$ cat src/rtl/filter_pkg.sv
// -----------------------------------------------------------------------------
// filter_pkg
// Shared definitions for the transmit-side glitch-filter companion (filter_tx).
//   state_e        : transmit FSM states (IDLE, HOLD)
//   FILTER_TAPS    : sample depth of the downstream receive filter
//   LFSR_W         : width of the optional glitch LFSR
//   LFSR_TAP_MASK  : Fibonacci taps 8,6,5,4 expressed as a bit mask
//   hold_cycles_ok : elaboration-time check that a symbol outlasts the filter
// -----------------------------------------------------------------------------
package filter_pkg;

  typedef enum logic {
    IDLE = 1'b0,
    HOLD = 1'b1
  } state_e;

  localparam int FILTER_TAPS = 3;
  localparam int LFSR_W      = 8;
  localparam logic [LFSR_W-1:0] LFSR_TAP_MASK = 8'hB8;

  // A symbol must stay on the line for at least one cycle more than the
  // receive filter needs to see it settled. The hold counter is 8 bits wide.
  function automatic bit hold_cycles_ok(input int hold);
    return (hold >= FILTER_TAPS + 1) && (hold <= 255);
  endfunction

endpackage

$ cat src/rtl/filter_tx_fifo.sv
// -----------------------------------------------------------------------------
// filter_tx_fifo
// Single-clock synchronous FIFO of 1-bit symbols with occupancy count.
// A push while full is dropped even when a pop happens on the same edge.
// Ports:
//   clock, reset     : clock and synchronous active-high reset
//   push_i, wr_data_i: write request and data
//   pop_i, rd_data_o : read request and head-of-queue data (valid when !empty)
//   full_o, empty_o  : occupancy flags
//   level_o          : number of stored entries, 0..DEPTH
// -----------------------------------------------------------------------------
module filter_tx_fifo #(
  parameter int DEPTH = 4
) (
  input  logic                       clock,
  input  logic                       reset,
  input  logic                       push_i,
  input  logic                       wr_data_i,
  input  logic                       pop_i,
  output logic                       rd_data_o,
  output logic                       full_o,
  output logic                       empty_o,
  output logic [$clog2(DEPTH+1)-1:0] level_o
);

  localparam int AW = $clog2(DEPTH);
  localparam int LW = $clog2(DEPTH + 1);

  logic          mem_q [DEPTH];
  logic [AW-1:0] wptr_q;
  logic [AW-1:0] rptr_q;
  logic [LW-1:0] level_q;
  logic          push_ok;
  logic          pop_ok;

  assign full_o    = (level_q == LW'(DEPTH));
  assign empty_o   = (level_q == '0);
  assign level_o   = level_q;
  assign rd_data_o = mem_q[rptr_q];

  // Full wins over a simultaneous pop: no same-cycle bypass into a full queue.
  assign push_ok = push_i & ~full_o;
  assign pop_ok  = pop_i & ~empty_o;

  // Storage carries no reset; only the pointers define what is valid.
  for (genvar gi = 0; gi < DEPTH; gi++) begin : g_mem
    always_ff @(posedge clock) begin
      if (push_ok && (wptr_q == AW'(gi))) begin
        mem_q[gi] <= wr_data_i;
      end
    end
  end

  // DEPTH is a power of two, so the pointers wrap naturally.
  always_ff @(posedge clock) begin
    if (reset) begin
      wptr_q  <= '0;
      rptr_q  <= '0;
      level_q <= '0;
    end else begin
      if (push_ok) wptr_q <= wptr_q + 1'b1;
      if (pop_ok)  rptr_q <= rptr_q + 1'b1;
      case ({push_ok, pop_ok})
        2'b10:   level_q <= level_q + 1'b1;
        2'b01:   level_q <= level_q - 1'b1;
        default: level_q <= level_q;
      endcase
    end
  end

endmodule

$ cat src/rtl/filter_tx.sv
// -----------------------------------------------------------------------------
// filter_tx
// Transmit-side companion to the receive glitch filter. Symbols accepted over a
// valid/ready handshake are queued and each is held on sig_out for HOLD_CYCLES
// cycles, back-to-back while the queue has data.
// Optional build macro: FILTER_TX_GLITCH_EN adds glitch_en and an 8-bit LFSR
// that injects single-cycle mid-symbol inversions to exercise the receiver.
// Ports:
//   clock, reset : clock and synchronous active-high reset
//   bit_in       : symbol to transmit
//   bit_valid    : bit_in valid this cycle
//   glitch_en    : (FILTER_TX_GLITCH_EN only) enable mid-symbol glitches
//   bit_ready    : queue can accept (not full)
//   sig_out      : registered line level
//   busy         : FSM not IDLE or queue non-empty
//   level        : queue occupancy
// -----------------------------------------------------------------------------
module filter_tx
  import filter_pkg::*;
#(
  parameter int          HOLD_CYCLES = 6,
  parameter int          DEPTH       = 4,
  parameter logic [7:0]  LFSR_SEED   = 8'hA5
) (
  input  logic                       clock,
  input  logic                       reset,
  input  logic                       bit_in,
  input  logic                       bit_valid,
`ifdef FILTER_TX_GLITCH_EN
  input  logic                       glitch_en,
`endif
  output logic                       bit_ready,
  output logic                       sig_out,
  output logic                       busy,
  output logic [$clog2(DEPTH+1)-1:0] level
);

  if (!hold_cycles_ok(HOLD_CYCLES)) begin : g_bad_hold
    $error("filter_tx: HOLD_CYCLES out of range");
  end
  if (LFSR_SEED == 8'h00) begin : g_bad_seed
    $error("filter_tx: LFSR_SEED must be non-zero");
  end

  localparam logic [7:0] CNT_LOAD = 8'(HOLD_CYCLES - 1);

  state_e     state_q, state_d;
  logic [7:0] cnt_q, cnt_d;
  logic       sym_q, sym_d;     // symbol value without any injected glitch
  logic       line_q, line_d;   // what actually drives the line
  logic       glitch_d;
  logic       fifo_pop;
  logic       fifo_rd_data;
  logic       fifo_full;
  logic       fifo_empty;

  filter_tx_fifo #(
    .DEPTH (DEPTH)
  ) u_fifo (
    .clock     (clock),
    .reset     (reset),
    .push_i    (bit_valid),
    .wr_data_i (bit_in),
    .pop_i     (fifo_pop),
    .rd_data_o (fifo_rd_data),
    .full_o    (fifo_full),
    .empty_o   (fifo_empty),
    .level_o   (level)
  );

  always_comb begin
    state_d  = state_q;
    cnt_d    = cnt_q;
    sym_d    = sym_q;
    fifo_pop = 1'b0;
    case (state_q)
      IDLE: begin
        if (!fifo_empty) begin
          fifo_pop = 1'b1;
          sym_d    = fifo_rd_data;
          cnt_d    = CNT_LOAD;
          state_d  = HOLD;
        end
      end
      HOLD: begin
        if (cnt_q != 8'd0) begin
          cnt_d = cnt_q - 8'd1;
        end else if (!fifo_empty) begin
          // Next symbol starts on the very next cycle: no gap on the line.
          fifo_pop = 1'b1;
          sym_d    = fifo_rd_data;
          cnt_d    = CNT_LOAD;
        end else begin
          state_d = IDLE;
        end
      end
      default: state_d = IDLE;
    endcase
  end

`ifdef FILTER_TX_GLITCH_EN
  localparam logic [7:0] CNT_MID = 8'(HOLD_CYCLES / 2);

  logic [LFSR_W-1:0] lfsr_q;
  logic              lfsr_fb;

  assign lfsr_fb = ^(lfsr_q & LFSR_TAP_MASK);

  always_ff @(posedge clock) begin
    if (reset) lfsr_q <= LFSR_SEED;
    else       lfsr_q <= {lfsr_q[LFSR_W-2:0], lfsr_fb};
  end

  // CNT_MID lies strictly between CNT_LOAD and 0 for HOLD_CYCLES >= 4, so a
  // glitch can never land on a symbol's first or last cycle.
  assign glitch_d = (state_d == HOLD) && glitch_en && (cnt_d == CNT_MID) && lfsr_q[0];
`else
  assign glitch_d = 1'b0;
`endif

  assign line_d = sym_d ^ glitch_d;

  always_ff @(posedge clock) begin
    if (reset) begin
      state_q <= IDLE;
      cnt_q   <= 8'd0;
      sym_q   <= 1'b0;
      line_q  <= 1'b0;
    end else begin
      state_q <= state_d;
      cnt_q   <= cnt_d;
      sym_q   <= sym_d;
      line_q  <= line_d;
    end
  end

  assign sig_out   = line_q;
  assign bit_ready = ~fifo_full;
  assign busy      = (state_q != IDLE) || !fifo_empty;

endmodule
$ cat config.mk
export PLATFORM = sky130hd
export DESIGN_NAME = filter_tx
export DESIGN_NICKNAME = d
export VERILOG_FILES = /design/src/rtl/filter_pkg.sv /design/src/rtl/filter_tx_fifo.sv /design/src/rtl/filter_tx.sv
export SDC_FILE = /design/constraint.sdc
export NUM_CORES = 1
export LEC_CHECK = 0
export CORE_MARGIN = 3
export CORE_UTILIZATION = 40
export DETAILED_ROUTE_END_ITERATION = 8
export GPL_ROUTABILITY_DRIVEN = 0
export REMOVE_ABC_BUFFERS = 1
export SETUP_SLACK_MARGIN = 0.15
export SLEW_MARGIN = 10
export SYNTH_ARGS = -nofsm -noshare
export SYNTH_HDL_FRONTEND = slang
export SYNTH_SLANG_ARGS = --single-unit
$ cat constraint.sdc
create_clock -name clock -period 3.8 [get_ports clock]
set_input_delay 1.14 -clock clock [delete_from_list [all_inputs] [get_ports clock]]
set_output_delay 1.14 -clock clock [all_outputs]
set_load 0.01 [all_outputs]
; Yosys cells after proc, flatten, opt, wreduce, memory -nomap -nowiden
; Memories as Yosys holds them, arrays and structs flattened. A register that Yosys moved wholly into a read port is not among the register bits.
; Index checks and enable logic that the tools add are counted.
; Widths: inputs -> output; s select.
[classes]
order_cmp = 0
n_reduce_logical = 13
mux = 31
n_addsub = 5
eq_ne = 7
n_mul = 0
n_shift = 0
bitwise_logic = 5
n_div = 0
[op_table]
columns = cell, n
row1 = $mux 1, 19
row2 = $mux 8, 2
row3 = $pmux 8 s2, 1
row4 = $mux 2, 5
row5 = $reduce_bool 8->1, 1
row6 = $sub 8x1->8 const B, 1
row7 = $eq 2x2->1 const B, 3
row8 = $pmux 1 s2, 3
row9 = $pmux 3 s2, 1
row10 = $add 2x1->2 const B, 2
row11 = $eq 2x1->1 const B, 2
row12 = $logic_and 1x1->1, 4
row13 = $add 3x1->3 const B, 1
row14 = $eq 3x3->1 const B, 1
row15 = $logic_not 3->1, 1
row16 = $not 1->1, 3
row17 = $reduce_or 1->1, 3
row18 = $sub 3x1->3 const B, 1
row19 = $and 1x1->1, 2
row20 = $logic_not 2->1, 1
row21 = $ne 2x2->1 const B, 1
row22 = $reduce_bool 2->1, 1
row23 = $logic_not 1->1, 1
row24 = $logic_or 1x1->1, 1
[word_totals]
input_bits = 4
romBits = 0
mem_bits_rw = 4
ff_bits = 17
mem_count = 1
latch_bits = 0
elab_cells = 68
[mem_list]
columns = name, words, width, read_ports, rd_ports_with_merged_regs, wr, line
row1 = u_fifo.mem_q, 4, 1, 1, 1, 1, filter_tx_fifo.sv:29  ; logic mem_q [DEPTH];

; Depth between registers and ports, before layout
; Gate-level depths: netlist of run 1.
[depth]
depth_word = 10
depth_mapped = 12

; By module
; From an unflattened synthesis of run 1, not the netlist that was laid out.
[unflattened]
hier_cells = 124
hier_area_um2 = 1201.2
[modules_own_cells]
columns = mod, cells_each, n_inst, area_each_um2
row1 = filter_tx_fifo, 59, 1, 628.1
row2 = filter_tx, 65, 1, 573.0

; Worst setup path before layout of run 1
; No wires, ideal clock.
[synth_path]
kind = input -> register
from = input port bit_valid
to = register u_fifo.level_q[2] (netlist: u_fifo.level_o[2])
t_arrival_ns = 2.509
setup_time_ns = 0.071
n_path_buf = 0
path_stages = 8
slack_ns = 1.220
t_required_ns = 3.729
cell_sequence = and2_1 inv_2 ha_1 inv_1 fa_1 xor2_1 or3_1 a21oi_1
[synth_via]
elab_chain_cells = 3
[synth_lines]
columns = element, line
row1 = "start, declared", filter_tx.sv:28  ; input logic bit_valid,
row2 = $and 1x1->1 *, filter_tx_fifo.sv:42  ; assign push_ok = push_i & ~full_o;
row3 = $eq 2x1->1 or $eq 2x2->1 (tied branches), filter_tx_fifo.sv:63  ; case ({push_ok, pop_ok})
row4 = $pmux 3 s2 or $reduce_bool 2->1 (tied branches), -
row5 = "end signal, assigned", filter_tx_fifo.sv:64  ; 2'b10: level_q <= level_q + 1'b1;
row6 = "end signal, assigned", filter_tx_fifo.sv:65  ; 2'b01: level_q <= level_q - 1'b1;
row7 = "end signal, assigned", filter_tx_fifo.sv:66  ; default: level_q <= level_q;
row8 = "end, declared", filter_tx_fifo.sv:32  ; logic [LW-1:0] level_q;
; Every way passes the cells marked *; elsewhere a longest branch is shown, timed or not.
; A chain may end at the register's enable or synchronous reset.

; Worst setup path in the final report of run 1
[layout_path]
from = register u_fifo.level_q[2] (netlist: u_fifo.level_o[2])
to = output port bit_ready
[layout_via]
elab_chain_cells = 2
[layout_lines]
columns = element, line
row1 = $eq 3x3->1, filter_tx_fifo.sv:36  ; assign full_o = (level_q == LW'(DEPTH));
row2 = $not 1->1, filter_tx.sv:138  ; assign bit_ready = ~fifo_full;
row3 = "end, declared", filter_tx.sv:32  ; output logic bit_ready,
; No other way between the ends.

==> impl_metrics.env, run 1 <==
export IMPL_cts_buffers=3
export IMPL_vias=871
export IMPL_rsz0062_at_grt="no"
export IMPL_htreeDepth=1
export IMPL_synth_top_area_share=0.322
export IMPL_yosys_register_bits=23
export IMPL_crit_reg2reg_launch="cnt_q[0]$_SDFF_PP0_"
export IMPL_design_core_area_um2=2780
export IMPL_wirelength_um=2130
export IMPL_max_stage_delay_ps=500
export IMPL_antenna_found_initial=0
export IMPL_crit_fanout=6
export IMPL_relSlewSlack=0.697
export IMPL_final_cells=165
export IMPL_grt_usage=0.139
export IMPL_cp_endpoint="bit_ready"
export IMPL_hold_viol_final=0
export IMPL_drt_iter0_markers=42
export IMPL_post_cts_buffers=0
export IMPL_clock_latency_ps=310
export IMPL_num_rows=19
export IMPL_path_class="reg2out"
export IMPL_fmax_mhz=354
export IMPL_grt_met3_usage=0.0259
export IMPL_cp_start_kind="register"
export IMPL_place_inst=161
export IMPL_max_clock_path_buffers=2
export IMPL_period_minus_slack_ps=2820
export IMPL_finalPower_uw=1080
export IMPL_crit_chain="or3b_1 -> clkdlybuf4s50_1"
export IMPL_place_hpwl_um=1530
export IMPL_cts_resized=0
export IMPL_avgSynthCellArea_um2=9.52
export IMPL_synth_warnings=0
export IMPL_reg2reg_depth=12
export IMPL_yosysSeqAreaShare=0.424
export IMPL_chipHeight_um=60.3
export IMPL_muxShareOfSynthArea=0.0403
export IMPL_grt_pass1_vias=837
export IMPL_firstDrtPassIters=4
export IMPL_tns_ps=0
export IMPL_die_w_um=60.3
export IMPL_grt_first_pass_wirelength_um=3720
export IMPL_critPathSlowestCell="clkdlybuf4s50_1"
export IMPL_cp_required_ps=2660
export IMPL_numClockSinks=23
export IMPL_path_clk_slew_ps=130
export IMPL_max_cap_viol_count=0
export IMPL_fin_crit_sh=0.743
export IMPL_drt_wirelength_per_cell_um=12.9
export IMPL_power_density_nw_per_um2=808
export IMPL_drc_errors=0
export IMPL_dieArea_um2=3640
export IMPL_nets=147
export IMPL_ctsHoldBuffers=0
export IMPL_multiInputGateArea_um2=617
export IMPL_synth_compound_area_frac=0.138
export IMPL_synthXorXnorAreaFrac=0.0223
export IMPL_synth_area_um2=1180
export IMPL_boundaryPins=10
export IMPL_grt_max_degree=14
export IMPL_r2r_slack_ps=1140
export IMPL_synth_top_area_cell="dfxtp_1"
export IMPL_cts_tree="built"
export IMPL_finalSetupViolations=0
export IMPL_io_buffers=9
export IMPL_use_met2=0.201
export IMPL_n_antenna_cell=0
export IMPL_skew_ps=5.70
export IMPL_viasPerCell=5.28
export IMPL_synth_top_family_by_area="simple AND/OR/NAND/NOR gates"
export IMPL_worst_pin_slew_ps=451
export IMPL_status="finished clean"
export IMPL_use_met1=0.199
export IMPL_gr_max_usage_layer="met2"
export IMPL_syn_inst=124
export IMPL_drive_gt1_frac=0.119
export IMPL_synth_cell_types=42
export IMPL_drtAntennaViolNets=0
export IMPL_leakagePower_uw=0.000507
export IMPL_irDropWorstVdd_uv=414
export IMPL_grt_overflow_total=0
export IMPL_synthAdderAreaFrac=0.0912
export IMPL_start_util=0.424
export IMPL_area_sequential_um2=500
export IMPL_root_buffer="clkbuf_4"
export IMPL_fill_cells=277
export IMPL_r2r_end="u_fifo.level_o[2]$_SDFFE_PP0P_"
export IMPL_hold_path_class="reg2reg"
export IMPL_ys_top_cells_by_area="dfxtp_1 (32%), edfxtp_1 (10%), ha_1 (7.4%)"
export IMPL_syn2layout_area_growth_pct=13.0
export IMPL_maxSlewViolCount=0
export IMPL_yosys_area_share_simple=0.231
export IMPL_final_core_util=0.480
export IMPL_crit_start="u_fifo.level_o[2]$_SDFFE_PP0P_"
export IMPL_crit_path_end_kind="primary output"
export IMPL_crit_arrival_ps=1680
==> cell families after synthesis <==
group,count (synthesis)
and+or+nand+nor,44
adders and majority gates,8
xor gates and xnor gates,3
DFF,23
AOI/OAI and AO/OA,27
muxes,3
buffers and inverters,16
==> placed cells by master (no fill, tap or decap), drive strengths merged, types with 2 or more instances in the layout <==
cell type / count
a211oi: 2
or3: 3
edfxtp: 4
clkbuf: 3
nor4: 2
or4b: 2
nand2: 4
or4: 2
inv: 10
nor3: 4
o21ai: 6
a21oi: 12
nor2: 11
ha: 7
a31oi: 2
or3b: 2
nand2b: 4
buf: 3
xor2: 2
and3: 4
clkdlybuf4s50: 9
dfxtp: 19
nand3b: 2
==> per-stage QoR <==
| stage | hold WS, ps | setup slack, ps | area, µm² |
|---|---|---|---|
| final | 483 | 978 | 1330 |
| after global routing | 524 | 885 | 1330 |
| after CTS | 488 | 961 | 1330 |
| after detailed placement | 469 | 662 | 1310 |
| after global placement | 464 | 700 | 1310 |
| after floorplan | 445 | 1220 | 1150 |
==> worst min-delay path by stage <==
| stage | endpoint | from | depth (start not counted) | slack [ps] |
|---|---|---|---|---|
| 2_1_floorplan | register | u_fifo.rptr_q[1]$_SDFFE_PP0P_ | 2 | 450 |
| 3_3_place_gp | sig_out$_SDFFE_PP0P_ | sig_out$_SDFFE_PP0P_ | 2 | 460 |
| 3_5_place_dp | sig_out$_SDFFE_PP0P_ | sig_out$_SDFFE_PP0P_ | 2 | 470 |
| 4_1_cts | sig_out$_SDFFE_PP0P_ | sig_out$_SDFFE_PP0P_ | 2 | 490 |
| 5_1_grt | sig_out$_SDFFE_PP0P_ | sig_out$_SDFFE_PP0P_ | 2 | 520 |
| 6_report | sig_out$_SDFFE_PP0P_ | sig_out$_SDFFE_PP0P_ | 2 | 480 |
==> power breakdown <==
part | leakage (µW) | total (µW) | switching [µW] | internal (µW)
clock | 0.0000177 | 113 | 73.5 | 39.3
combinational | 0.000296 | 557 | 281 | 276
sequential | 0.000193 | 408 | 85.9 | 322
==> sequential cells by signal, indices dropped and copies added, names as in the netlist, named ones only <==
signal	cells
cnt_q	8
u_fifo.mem_q	4
u_fifo.level_o	3
u_fifo.rptr_q	2
u_fifo.wptr_q	2
sig_out	1
state_q	1
==> Yosys cell counts <==
cell      number
nor3b_2        1
a31o_2         1
nor2_1        10
xor2_1         2
and2_1         1
ha_1           7
nor3_1         4
a21oi_1       12
nor4b_2        1
o21ai_1        2
o21ai_0        4
edfxtp_1       4
nand3_1        1
a21o_1         1
inv_1          9
nor2_2         1
mux2_4         1
or3_1          3
a211oi_1       1
o31ai_1        1
nand2b_1       4
or4_1          2
nand3b_1       2
dfxtp_1       19
buf_2          2
mux2i_1        1
and3_1         4
buf_1          1
xnor2_1        1
a31oi_1        2
or4b_1         2
clkbuf_1       3
nor4_2         1
o31a_1         1
nand2_1        4
mux4_2         1
a211oi_2       1
fa_1           1
or3b_1         2
inv_2          1
nor4_1         1
a21boi_1       1
==> critical path, delay by kind of cell, from the launching register on <==
kind / cells / cell delay [ps]
buffers and inverters: 1 / 500
AND/OR/NAND/NOR: 1 / 440
flip-flops: 1 / 430
==> routing by layer <==
layer / vias up / wire length [µm]
met1: 403 / 1100
li1: 460 / -
met2: 6 / 964
met5: - / 0
met3: 2 / 42
met4: 0 / 19
==> area by class of cell <==
type | instances | area share
Sequential cell | 23 | 0.375
Clock buffer | 3 | 0.0169
Multi-Input combinational cell | 85 | 0.462
Timing Repair Buffer | 12 | 0.0844
Tap cell | 31 | 0.0291
Clock inverter | 1 | 0.00375
Inverter | 10 | 0.0281
Power figures use the tool's default switching activity.
==> run 2, diff against run 1 <==
- clock period: 3.8 -> 2.7 ns (I/O delays scaled with it)
==> impl_metrics.env, run 2 (synthesis gave the netlist of run 1 again) <==
export IMPL_finalSetupViolations=0
export IMPL_cp_required_ps=2940
export IMPL_p_switching_uw=650
export IMPL_path_clk_slew_ps=130
export IMPL_wirelength_um=2180
export IMPL_start_util=0.424
export IMPL_crit_fanout=4
export IMPL_reg2reg_depth=11
export IMPL_crit_path_end_kind="register"
export IMPL_worst_pin_slew_ps=478
export IMPL_swShare=0.393
export IMPL_grt_overflow_total=0
export IMPL_crit_arrival_ps=2710
export IMPL_fmax_mhz=405
export IMPL_grt_max_degree=14
export IMPL_maxSlewViolCount=0
export IMPL_status="finished clean"
export IMPL_grt_usage=0.138
export IMPL_intPower_uw=1000
export IMPL_nets=154
export IMPL_final_core_util=0.505
export IMPL_power_frac_seq=0.350
export IMPL_fin_crit_sh=0.916
export IMPL_relSlewSlack=0.678
export IMPL_io_buffers=9
export IMPL_largest_reg_flops=8
export IMPL_num_rows=19
export IMPL_path_class="reg2reg"
export IMPL_max_clock_path_buffers=2
export IMPL_die_w_um=60.3
export IMPL_vias=932
export IMPL_cts_buffers=3
export IMPL_antenna_found_initial=0
export IMPL_n_antenna_cell=0
export IMPL_rsz0062_at_grt="yes"
export IMPL_syn2layout_area_growth_pct=19.1
export IMPL_drt_wirelength_per_cell_um=12.7
export IMPL_critPathBufInv=2
export IMPL_firstDrtPassIters=4
export IMPL_layout_commonest_cell="dfxtp_1"
export IMPL_drive_gt1_frac=0.199
export IMPL_hold_viol_final=0
export IMPL_drtAntennaViolNets=0
export IMPL_whs_path_depth=2
export IMPL_comb_power_share=0.553
export IMPL_chipHeight_um=60.3
export IMPL_grt_pass1_vias=884
export IMPL_leakagePower_uw=0.000550
export IMPL_design_core_area_um2=2780
export IMPL_clkPwrFrac=0.096
export IMPL_cp_start_kind="register"
export IMPL_clock_latency_ps=310
export IMPL_cp_top_family="adder cells"
export IMPL_critPathSlowestCell="fa_1"
export IMPL_finalPower_uw=1650
export IMPL_ctsHoldBuffers=0
export IMPL_dieArea_um2=3640
export IMPL_htreeDepth=1
export IMPL_final_cell_mix="dfxtp_1 (17), a21oi_1 (12), buf_4 (10)"
export IMPL_period_minus_slack_ps=2470
export IMPL_max_cap_viol_count=0
export IMPL_power_density_nw_per_um2=1180
export IMPL_critical_path_cell_count=11
export IMPL_skew_ps=7.77
export IMPL_max_stage_delay_ps=380
export IMPL_final_cells=172
export IMPL_grt_first_pass_wirelength_um=3750
export IMPL_hold_path_class="reg2reg"
export IMPL_viasPerCell=5.42
export IMPL_crit_chain="inv_1 -> ha_2 -> nor3b_4 -> a21boi_1 -> nor2_2 -> ha_2 -> inv_1 -> fa_1 -> xor2_1 -> or3_1 -> a21oi_1"
export IMPL_boundaryPins=10
export IMPL_root_buffer="clkbuf_4"
export IMPL_numClockSinks=23
export IMPL_drc_errors=0
export IMPL_irDropWorstVdd_uv=721
export IMPL_cts_tree="built"
export IMPL_place_inst=163
export IMPL_drt_iter0_markers=18
export IMPL_place_hpwl_um=1590
export IMPL_regMostFlops="cnt_q"
-- run 2: changes by cell type in the layout (fill, tap and decap cells not counted), sizes merged --
cell | previous run | this run
dlymetal6s2s | 0 | 1
buf | 3 | 10
clkdlybuf4s50 | 9 | 8
-- run 2: worst paths after layout --
path | startpoint | end | slack, ps
hold / removal | u_fifo.rptr_q[1]$_SDFFE_PP0P_ | register | 490
setup / recovery | cnt_q[0]$_SDFF_PP0_ | u_fifo.level_o[2]$_SDFFE_PP0P_ | 230
hold reg to reg | u_fifo.rptr_q[1]$_SDFFE_PP0P_ | register | 490
setup reg to reg | cnt_q[0]$_SDFF_PP0_ | u_fifo.level_o[2]$_SDFFE_PP0P_ | 230
-- run 2: cell type report --
| cell class | count | area [µm²] |
|---|---|---|
| clock buffer | 3 | 22.5 |
| fill | 282 | 1380 |
| sequential | 23 | 503 |
| multi-input combinational | 85 | 631 |
| tap | 31 | 38.8 |
| clock inverter | 1 | 5.00 |
| timing repair buffer | 19 | 168 |
| inverter | 10 | 37.5 |
-- run 2: power groups by stage --
stage	logic, µW	clock network [µW]	registers (µW)
after floorplan	546	0	563
after global placement	789	0	575
after detailed placement	807	0	580
after CTS	824	171	574
after global routing	1030	184	603
final	913	159	578
-- run 2: stage by stage --
step           cell area, µm²  setup TNS (ps)  worst slack, ps  hold WS [ps]
5_1_grt                  1410               0              101           516
2_1_floorplan            1150               0              257           445
4_1_cts                  1360               0              151           496
3_3_place_gp             1320           -25.5            -25.5           459
6_report                 1410               0              228           490
3_5_place_dp             1320            -108             -108           473
-- run 2: repair_timing --
action,4_1_cts,5_1_grt
buffers inserted,0,5
gates resized for setup,1,6
hold endpoints to repair,0,0
pin swaps,0,2
endpoints found under the setup margin,1,3
-- run 2: worst reg2reg max path: stages, from the launching register on --
cell and delay [ps]:
dfxtp_2 360, inv_1 100, ha_2 200, nor3b_4 210, a21boi_1 110, nor2_2 170
ha_2 200, inv_1 50, fa_1 380, xor2_1 180, or3_1 300, a21oi_1 140
-- run 2: layer usage --
| layer | global-route usage | vias up | part of all wire |
|---|---|---|---|
| li1 | - | 472 | - |
| met1 | 0.173 | 440 | 0.46 |
| met2 | 0.222 | 16 | 0.50 |
| met3 | 0.0389 | 4 | 0.031 |
| met4 | 0.0570 | 0 | 0.011 |
| met5 | 0 | - | 0 |
